### src/rtl/sort_arb_pkg.sv
// Shared encodings and counter widths for the sort-array memory arbiter.
package sort_arb_pkg;

  typedef enum logic [1:0] {
    ST_IDLE        = 2'd0,
    ST_SORT        = 2'd1,
    ST_HOST        = 2'd2,
    ST_SORT_LOCKED = 2'd3
  } arb_state_t;

  typedef enum logic [1:0] {
    OWN_NONE = 2'd0,
    OWN_HOST = 2'd1,
    OWN_SORT = 2'd2
  } rd_own_t;

  localparam int WAIT_W  = 8;
  localparam int STATS_W = 16;
  localparam int LOCK_W  = 16;

endpackage

### src/rtl/sort_arb_sat_cnt.sv
// Saturating up-counter with synchronous clear (clear has priority over increment).
module sort_arb_sat_cnt #(
  parameter int W = 8
) (
  input  logic         clk,
  input  logic         rst,
  input  logic         inc,
  input  logic         clr,
  output logic [W-1:0] cnt
);

  logic [W-1:0] cnt_q;
  logic [W-1:0] cnt_d;

  // Next count: clear wins, otherwise step up and stick at all-ones.
  always_comb begin
    cnt_d = cnt_q;
    if (clr) begin
      cnt_d = '0;
    end else if (inc && (cnt_q != {W{1'b1}})) begin
      cnt_d = cnt_q + 1'b1;
    end
  end

  // Count register.
  always_ff @(posedge clk or posedge rst) begin
    if (rst) cnt_q <= '0;
    else     cnt_q <= cnt_d;
  end

  assign cnt = cnt_q;

endmodule

### src/rtl/sort_mem_arbiter.sv
// Arbiter sharing the single-port sort array between the bubble-sort
// controller and the host load/unload port. Sorter has default priority,
// the host is guaranteed service after MAX_WAIT stalled cycles, and a
// sorter lock keeps read/compare/write pairs atomic under a watchdog.
// Optional grant statistics are built when ARB_STATS_EN is defined.
module sort_mem_arbiter
  import sort_arb_pkg::*;
#(
  parameter int DATAWIDTH = 32,
  parameter int ADDRWIDTH = 8,
  parameter int MAX_WAIT  = 8,
  parameter int LOCK_MAX  = 16
) (
  input  logic                 c_clk,
  input  logic                 rst,
  input  logic                 h_req,
  input  logic                 h_wen,
  input  logic [ADDRWIDTH-1:0] h_addr,
  input  logic [DATAWIDTH-1:0] h_wdata,
  output logic                 h_gnt,
  output logic [DATAWIDTH-1:0] h_rdata,
  output logic                 h_rvalid,
  input  logic                 s_req,
  input  logic                 s_wen,
  input  logic                 s_lock,
  input  logic [ADDRWIDTH-1:0] s_addr,
  input  logic [DATAWIDTH-1:0] s_wdata,
  output logic                 s_gnt,
  output logic [DATAWIDTH-1:0] s_rdata,
  output logic                 s_rvalid,
  output logic                 m_ren,
  output logic                 m_wen,
  output logic [ADDRWIDTH-1:0] m_addr,
  output logic [DATAWIDTH-1:0] m_wdata,
  input  logic [DATAWIDTH-1:0] m_rdata,
  output logic                 lock_err,
  output logic [15:0]          h_gnt_cnt,
  output logic [15:0]          s_gnt_cnt
);

  localparam logic [WAIT_W-1:0] MAX_WAIT_C = WAIT_W'(MAX_WAIT);
  localparam logic [LOCK_W-1:0] LOCK_LAST  = LOCK_W'(LOCK_MAX - 1);

  arb_state_t        state_q, state_d;
  rd_own_t           rd_own_q, rd_own_d;
  logic              lock_err_q, lock_err_d;
  logic              lock_ign_q, lock_ign_d;
  logic [WAIT_W-1:0] wait_cnt;
  logic [LOCK_W-1:0] lock_cnt;
  logic              locked;
  logic              eff_lock;

  assign locked   = (state_q == ST_SORT_LOCKED);
  // After a watchdog release the sorter's lock request is disregarded
  // until it has been seen low, so a stuck s_lock cannot re-lock at once.
  assign eff_lock = s_lock & ~lock_ign_q;

  // Grant selection: lock, then host starvation, then sorter, then host.
  // Grants are suppressed while reset is asserted so no write escapes.
  always_comb begin
    h_gnt = 1'b0;
    s_gnt = 1'b0;
    if (!rst) begin
      if (locked) begin
        s_gnt = s_req;
      end else if (h_req && (wait_cnt >= MAX_WAIT_C)) begin
        h_gnt = 1'b1;
      end else if (s_req) begin
        s_gnt = 1'b1;
      end else if (h_req) begin
        h_gnt = 1'b1;
      end
    end
  end

  // Next state, lock watchdog and read-owner tracking.
  always_comb begin
    state_d    = ST_IDLE;
    lock_err_d = lock_err_q;
    lock_ign_d = lock_ign_q & s_lock;
    rd_own_d   = OWN_NONE;
    if (h_gnt) begin
      state_d = ST_HOST;
    end else if (s_gnt) begin
      state_d = eff_lock ? ST_SORT_LOCKED : ST_SORT;
    end else if (locked && eff_lock) begin
      state_d = ST_SORT_LOCKED;
    end
    if (locked && (lock_cnt == LOCK_LAST) && (state_d == ST_SORT_LOCKED)) begin
      state_d    = ST_IDLE;
      lock_err_d = 1'b1;
      lock_ign_d = 1'b1;
    end
    if (h_gnt && !h_wen) begin
      rd_own_d = OWN_HOST;
    end else if (s_gnt && !s_wen) begin
      rd_own_d = OWN_SORT;
    end
  end

  // Control registers.
  always_ff @(posedge c_clk or posedge rst) begin
    if (rst) begin
      state_q    <= ST_IDLE;
      rd_own_q   <= OWN_NONE;
      lock_err_q <= 1'b0;
      lock_ign_q <= 1'b0;
    end else begin
      state_q    <= state_d;
      rd_own_q   <= rd_own_d;
      lock_err_q <= lock_err_d;
      lock_ign_q <= lock_ign_d;
    end
  end

  // Memory port follows whichever requester holds the grant.
  always_comb begin
    m_addr  = '0;
    m_wdata = '0;
    if (h_gnt) begin
      m_addr  = h_addr;
      m_wdata = h_wdata;
    end else if (s_gnt) begin
      m_addr  = s_addr;
      m_wdata = s_wdata;
    end
    m_ren = (h_gnt & ~h_wen) | (s_gnt & ~s_wen);
    m_wen = (h_gnt & h_wen) | (s_gnt & s_wen);
  end

  // Read data is steered to the owner of last cycle's read only.
  always_comb begin
    h_rvalid = (rd_own_q == OWN_HOST);
    s_rvalid = (rd_own_q == OWN_SORT);
    h_rdata  = h_rvalid ? m_rdata : '0;
    s_rdata  = s_rvalid ? m_rdata : '0;
  end

  assign lock_err = lock_err_q;

  sort_arb_sat_cnt #(.W(WAIT_W)) u_wait_cnt (
    .clk (c_clk),
    .rst (rst),
    .inc (h_req & ~h_gnt),
    .clr (h_gnt | ~h_req),
    .cnt (wait_cnt)
  );

  sort_arb_sat_cnt #(.W(LOCK_W)) u_lock_cnt (
    .clk (c_clk),
    .rst (rst),
    .inc (locked),
    .clr (state_d != ST_SORT_LOCKED),
    .cnt (lock_cnt)
  );

`ifdef ARB_STATS_EN
  sort_arb_sat_cnt #(.W(STATS_W)) u_h_gnt_cnt (
    .clk (c_clk),
    .rst (rst),
    .inc (h_gnt),
    .clr (1'b0),
    .cnt (h_gnt_cnt)
  );

  sort_arb_sat_cnt #(.W(STATS_W)) u_s_gnt_cnt (
    .clk (c_clk),
    .rst (rst),
    .inc (s_gnt),
    .clr (1'b0),
    .cnt (s_gnt_cnt)
  );
`else
  assign h_gnt_cnt = '0;
  assign s_gnt_cnt = '0;
`endif

endmodule

### config.mk
export PLATFORM = sky130hd
export DESIGN_NAME = sort_mem_arbiter
export DESIGN_NICKNAME = d
export VERILOG_FILES = /design/src/rtl/sort_arb_pkg.sv /design/src/rtl/sort_arb_sat_cnt.sv /design/src/rtl/sort_mem_arbiter.sv
export SDC_FILE = /design/constraint.sdc
export NUM_CORES = 1
export LEC_CHECK = 0
export ABC_AREA = 1
export CAP_MARGIN = 10
export CORE_MARGIN = 3
export CORE_UTILIZATION = 29
export CTS_CLUSTER_DIAMETER = 80
export DETAILED_ROUTE_END_ITERATION = 7
export HOLD_SLACK_MARGIN = 0.12
export PLACE_DENSITY = 0.89
export SLEW_MARGIN = 20
export SYNTH_ARGS = -nofsm -noshare
export SYNTH_HDL_FRONTEND = slang
export SYNTH_SLANG_ARGS = --single-unit
### constraint.sdc
create_clock -name c_clk -period 1.5 [get_ports c_clk]
set_input_delay 0.15 -clock c_clk [delete_from_list [all_inputs] [get_ports c_clk]]
set_output_delay 0.15 -clock c_clk [all_outputs]
set_load 0.1 [all_outputs]
Word-level counts from Yosys, hierarchy flattened
Index checks and enable logic that the tools add are counted.

Bits in registers: 30. Bits in latches: 0. RAM bits: 0. ROM bits: 0. Input bits: 119. Word-level logic and storage cells: 71. Memories kept: 0.

Add/sub/neg operators: 2. Multiply operators: 0. Divide/modulo/power cells: 0. $lt $le $gt $ge: 1. Equal/unequal tests: 8. Shifts and indexed selects: 0. Mux-type cells: 27. Bitwise logic cells: 15. Reductions and logical operators: 12.

Operators with widths (count): $mux 32 (4); $mux 16 (2); $mux 8 (4); $add 16x1->16 const B (1); $eq 16x4->1 const B (1); $ne 16x16->1 const B (1); $mux 2 (7); $mux 1 (10); $add 8x1->8 const B (1); $ge 8x4->1 const B (1); $logic_and 1x1->1 (8); $ne 8x8->1 const B (1); $and 1x1->1 (7); $eq 2x2->1 const B (3); $not 1->1 (5); $reduce_bool 2->1 (2); $or 1x1->1 (3); $eq 2x1->1 const B (1); $logic_not 1->1 (2); $ne 2x2->1 const B (1).

Depth between registers and ports, before layout
Depth after elaboration: 12. Gate-level depth with buffers: 11.

Cells and area by module
A second synthesis with hierarchy kept.

Cells, all modules: 559. Area, all modules: 3280.6 um^2.

By module, submodules not included: sort_mem_arbiter (times used 1, cells each 329, area an instance 1692.9 um^2); sort_arb_sat_cnt at u_lock_cnt (times used 1, cells each 161, area an instance 1081.0 um^2); sort_arb_sat_cnt at u_wait_cnt (times used 1, cells each 69, area an instance 506.7 um^2).

Least setup slack after synthesis
No wires, ideal clock.

Path kind: register -> output. Start point: register rd_own_q[0]. End point: output s_rdata[10]. Arrival time: 3.470 ns. Required time: 1.350 ns. Path slack: -2.120 ns. Cell stages (with the launch flop): 5. Cells stage by stage: dfrtp_1 nor2_1 inv_1 clkbuf_1 nor2_1.

Cells in the longest elaborated chain, start to end: 2.

Ends and longest elaborated chain: start: declaration (RTL line sort_mem_arbiter.sv:45) `rd_own_t rd_own_q, rd_own_d;`; start signal: assignment (RTL line sort_mem_arbiter.sv:110) `rd_own_q <= rd_own_d;`; $eq 2x2->1 (RTL line sort_mem_arbiter.sv:134) `s_rvalid = (rd_own_q == OWN_SORT);`; net s_rvalid (RTL line sort_mem_arbiter.sv:30) `output logic s_rvalid,`; $mux 32 (RTL line sort_mem_arbiter.sv:136) `s_rdata = s_rvalid ? m_rdata : '0;`; end: declaration (RTL line sort_mem_arbiter.sv:29) `output logic [DATAWIDTH-1:0] s_rdata,`.

The timed path passes the listed nets, and every way through them passes these cells.

Final worst setup path
Start point: register u_wait_cnt.cnt_q[7] (netlist: u_wait_cnt.cnt[7]). End point: output m_wdata[0].

Cells in the longest elaborated chain, start to end: 7.

Ends and longest elaborated chain: start: declaration (RTL line sort_arb_sat_cnt.sv:12) `logic [W-1:0] cnt_q;`; start signal: assignment (RTL line sort_arb_sat_cnt.sv:28) `else cnt_q <= cnt_d;`; $ge 8x4->1 (*) (RTL line sort_mem_arbiter.sv:66) `end else if (h_req && (wait_cnt >= MAX_WAIT_C)) begin`; $logic_and 1x1->1 (*) (RTL line sort_mem_arbiter.sv:66); $mux 1 (RTL line sort_mem_arbiter.sv:66); $mux 1 (RTL line sort_mem_arbiter.sv:64) `if (locked) begin`; $mux 1 (RTL line sort_mem_arbiter.sv:63) `if (!rst) begin`; $mux 32 (RTL line sort_mem_arbiter.sv:123) `end else if (s_gnt) begin`; $mux 32 (*) (RTL line sort_mem_arbiter.sv:120) `if (h_gnt) begin`; end: declaration (RTL line sort_mem_arbiter.sv:34) `output logic [DATAWIDTH-1:0] m_wdata,`.

Every way passes the cells marked *; elsewhere a longest branch is shown, timed or not.

==> out/metrics.csv <==
stage;metric;value;unit
clocking;Clock Path Buffers;2;
timing;Hold Vio Cnt, Final;0;
grt;largest net degree at the start of global routing;43;
layout;Syn-to-layout area delta;190;%
yosys;mapped cell area;0.00296;mm^2
clocking;CTS tree;done;
timing;Worst Clk Skew;0.00904;ns
worst_setup_path;Worst path max stage delay;0.41;ns
layout;nets@finish;874;
worst_setup_path;r2r startpoint;state_q[0];
yosys;synth warn;0;
power;Peak VDD IR;0.598;mV
timing;Final WS setup;-0.702;ns
layout;Non-Filler Cell Area, Final;0.00858;mm^2
yosys;largest area contributor in the netlist;dfrtp_1;
worst_setup_path;CP endpoint kind;primary output;
placed_design;Port-buffer cells;229;
layout;commonest cells after routing, fill and taps aside;buf_12, clkdlybuf4s50_1, nor2_4;
clocking;root buffer cell;clkbuf_8;
worst_setup_path;Setup CP Type;register to primary output;
yosys;count of different cell masters after synthesis;32;
timing;period utilization;147;%
layout;area occupied by multi-input gates;0.00287;mm^2
clocking;total CTS buffers;5;
worst_hold_path;Hold Crit Class;input pin to register;
routing;initial DRC count;880;
grt;vias in the first global route;5291;
placed_design;final RePlAce weighted congestion;0.935;
layout;share of post-route cells with drive strength above 1;51.5;%
placed_design;Cell Area, Placed;0.00750;mm^2
power;Design Power;0.00463;W
yosys;Mean Syn Cell Area;6.53;um^2
placed_design;post-DP HPWL;14.9;mm
timing;final setup vio count;140;
die;Die Ht;107;um
routing;DRC;107;
clocking;# H-tree levels;2;
grt;antenna violations before repair;2;
worst_setup_path;WP data required;1.35;ns
worst_setup_path;reg2reg path depth;14;
clocking;Clock Latency Late Sink;0.30;ns
worst_setup_path;type of origin of the critical path;register;
run_status;status;complete, but fails checks;
worst_setup_path;crit path cell chain;nor2_2 > nand3_2 > buf_6 > o21ai_4 > inv_4 > buf_4 > a22o_4 > buf_12;
timing;fmax;454;MHz
timing;Slew Limit Fails;0;
worst_setup_path;Slowest-stage cell, CP;dfrtp_1;
layout;Fillers;388;
layout;Reg area;753;um^2
timing;crit path time final;2.20;ns
die;die width;107;um
grt;all-layer global routing usage;37.9;%
worst_setup_path;critical path endpoint;m_wdata[0];
flow_run;max_cap viols;0;
yosys;area share of the largest cell type after synthesis;25.4;%
clocking;Sink Count;30;
clocking;clk slew on worst S/H paths;0.07;ns
worst_setup_path;r2r setup slk;-0.63;ns
worst_setup_path;CP Max Fanout;6;
grt;Overflow after GRT;0;
die;# IOs;262;
yosys;#FFs+latches synth;30;
layout;# diodes;0;
yosys;ranking of synthesized cells by area;dfrtp_1, nor2_1, a22o_1;
routing;DR pass1 iterations;8;
die;die area;0.0114;mm^2
worst_setup_path;FF-to-FF End;u_lock_cnt.cnt[13];
grt;first-pass GRT wire length;32.2;mm
routing;post-DR vias/cell;5.68;
layout;most common library cell in the layout ignoring fill and taps;buf_12;
routing;Total Routed Length;24.6;mm
routing;via count;5030;
die;Initial Util;30.0;%
yosys;Syn Inst Count;453;
run_status;failing checks;design-rule violations, negative setup slack;
routing;Antenna Nets Post-Route;0;
worst_setup_path;crit path from;u_wait_cnt.cnt[7];
yosys;Seq/Total Area, Yosys;25.4;%
power;Power Dens Cells;540;mW/mm^2
die;core area;0.00986;mm^2
routing;routed len/inst;27.8;um
timing;RSZ-0062 raised after global routing;true;
worst_setup_path;critical path arrival;2.05;ns
power;Leakage;3.76;nW
die;row cnt;36;
worst min-delay path by stage:
| stage | from | end | slack, ns | depth (start not counted) |
|---|---|---|---|---|
| after floorplan | h_wen | rd_own_q[0] | 0.22 | 1 |
| after global placement | lock_ign_q | lock_ign_q | 0.46 | 2 |
| after detailed placement | lock_ign_q | lock_ign_q | 0.50 | 2 |
| after CTS | h_req | u_wait_cnt.cnt[1] | 0.38 | 3 |
| after global routing | h_req | u_wait_cnt.cnt[3] | 0.45 | 3 |
| final | h_req | u_wait_cnt.cnt[3] | 0.44 | 3 |
cell families after synthesis:
kind of cell	Yosys count	share of synthesized area [%]
xor gates and xnor gates	6	1.78
AOI/OAI and AO/OA	55	15.2
adders and majority gates	3	1.27
DFF	30	25.4
and+or+nand+nor	234	34.3
other	1	0.127
buffers and inverters	124	21.9
metal layers:
metal  up-vias  wire length, um  global-route usage (%)
met5         -               34                       0
met4         4             2490                    24.7
met3       235             3140                    16.7
met2       510            11700                    66.4
met1      2302             7250                    35.7
li1       1979                -                       -
registers in the layout, indices dropped and copies added (netlist names):
name and flops:
lock_ign_q 1, u_wait_cnt.cnt 8, rd_own_q 2, u_lock_cnt.cnt 16, lock_err 1, state_q 2
layout make-up:
type                            count  share of cell area [%]
Tap cell                          133                    1.94
Multi-Input combinational cell    333                    33.5
Clock inverter                      1                   0.350
Sequential cell                    30                    8.78
Timing Repair inverter              2                   0.263
Timing Repair Buffer              304                    50.4
Clock buffer                        6                   0.963
Inverter                           76                    3.84
cells in the mapped netlist (all sizes together):
cell	number
clkbuf	6
nor3	6
buf	42
nand3	27
xnor2	1
nor2	118
nand4	11
o22ai	1
o21ai	7
dfrtp	30
inv	76
nand2	71
xor2	5
or2	1
a22o	41
o21bai	1
conb	1
a31oi	1
a21oi	4
ha	3
metrics by stage:
step                      worst slack [ns]  util (%)  instances  TNS, ns  hold slack, ns
after floorplan                     -0.426         -        484   -19.92           0.216
after global placement              -0.475      76.1        833   -24.70           0.464
after detailed placement            -0.625      76.1        833   -34.21           0.502
after CTS                           -0.510      84.1        869   -31.38           0.377
after global routing                -0.724      86.9        885   -63.75           0.449
final                               -0.702      86.9        885   -59.36           0.439
worst max-delay path: cells and delay by family (launching register included):
family | cells | cell delay (ns)
buffers and inverters | 4 | 0.63
flip-flops | 1 | 0.41
AND/OR/NAND/NOR | 2 | 0.30
AO/OA/AOI/OAI | 2 | 0.40
report_power, final:
part           leakage, nW  internal [W]  total (W)  switching, W
Combinational         3.30       0.00105    0.00291       0.00187
Sequential           0.411      0.000821   0.000840     0.0000192
Clock               0.0573      0.000532   0.000877      0.000345
repair_timing:
action / 4_1_cts / 5_1_grt
gates cloned: 11 / 1
setup endpoints to repair: 129 / 139
hold buffers: 0 / 0
buffers inserted: 19 / 23
pin swaps: 39 / 22
gates resized for setup: 75 / 63
Note: power is estimated with default switching activity, not from simulation.
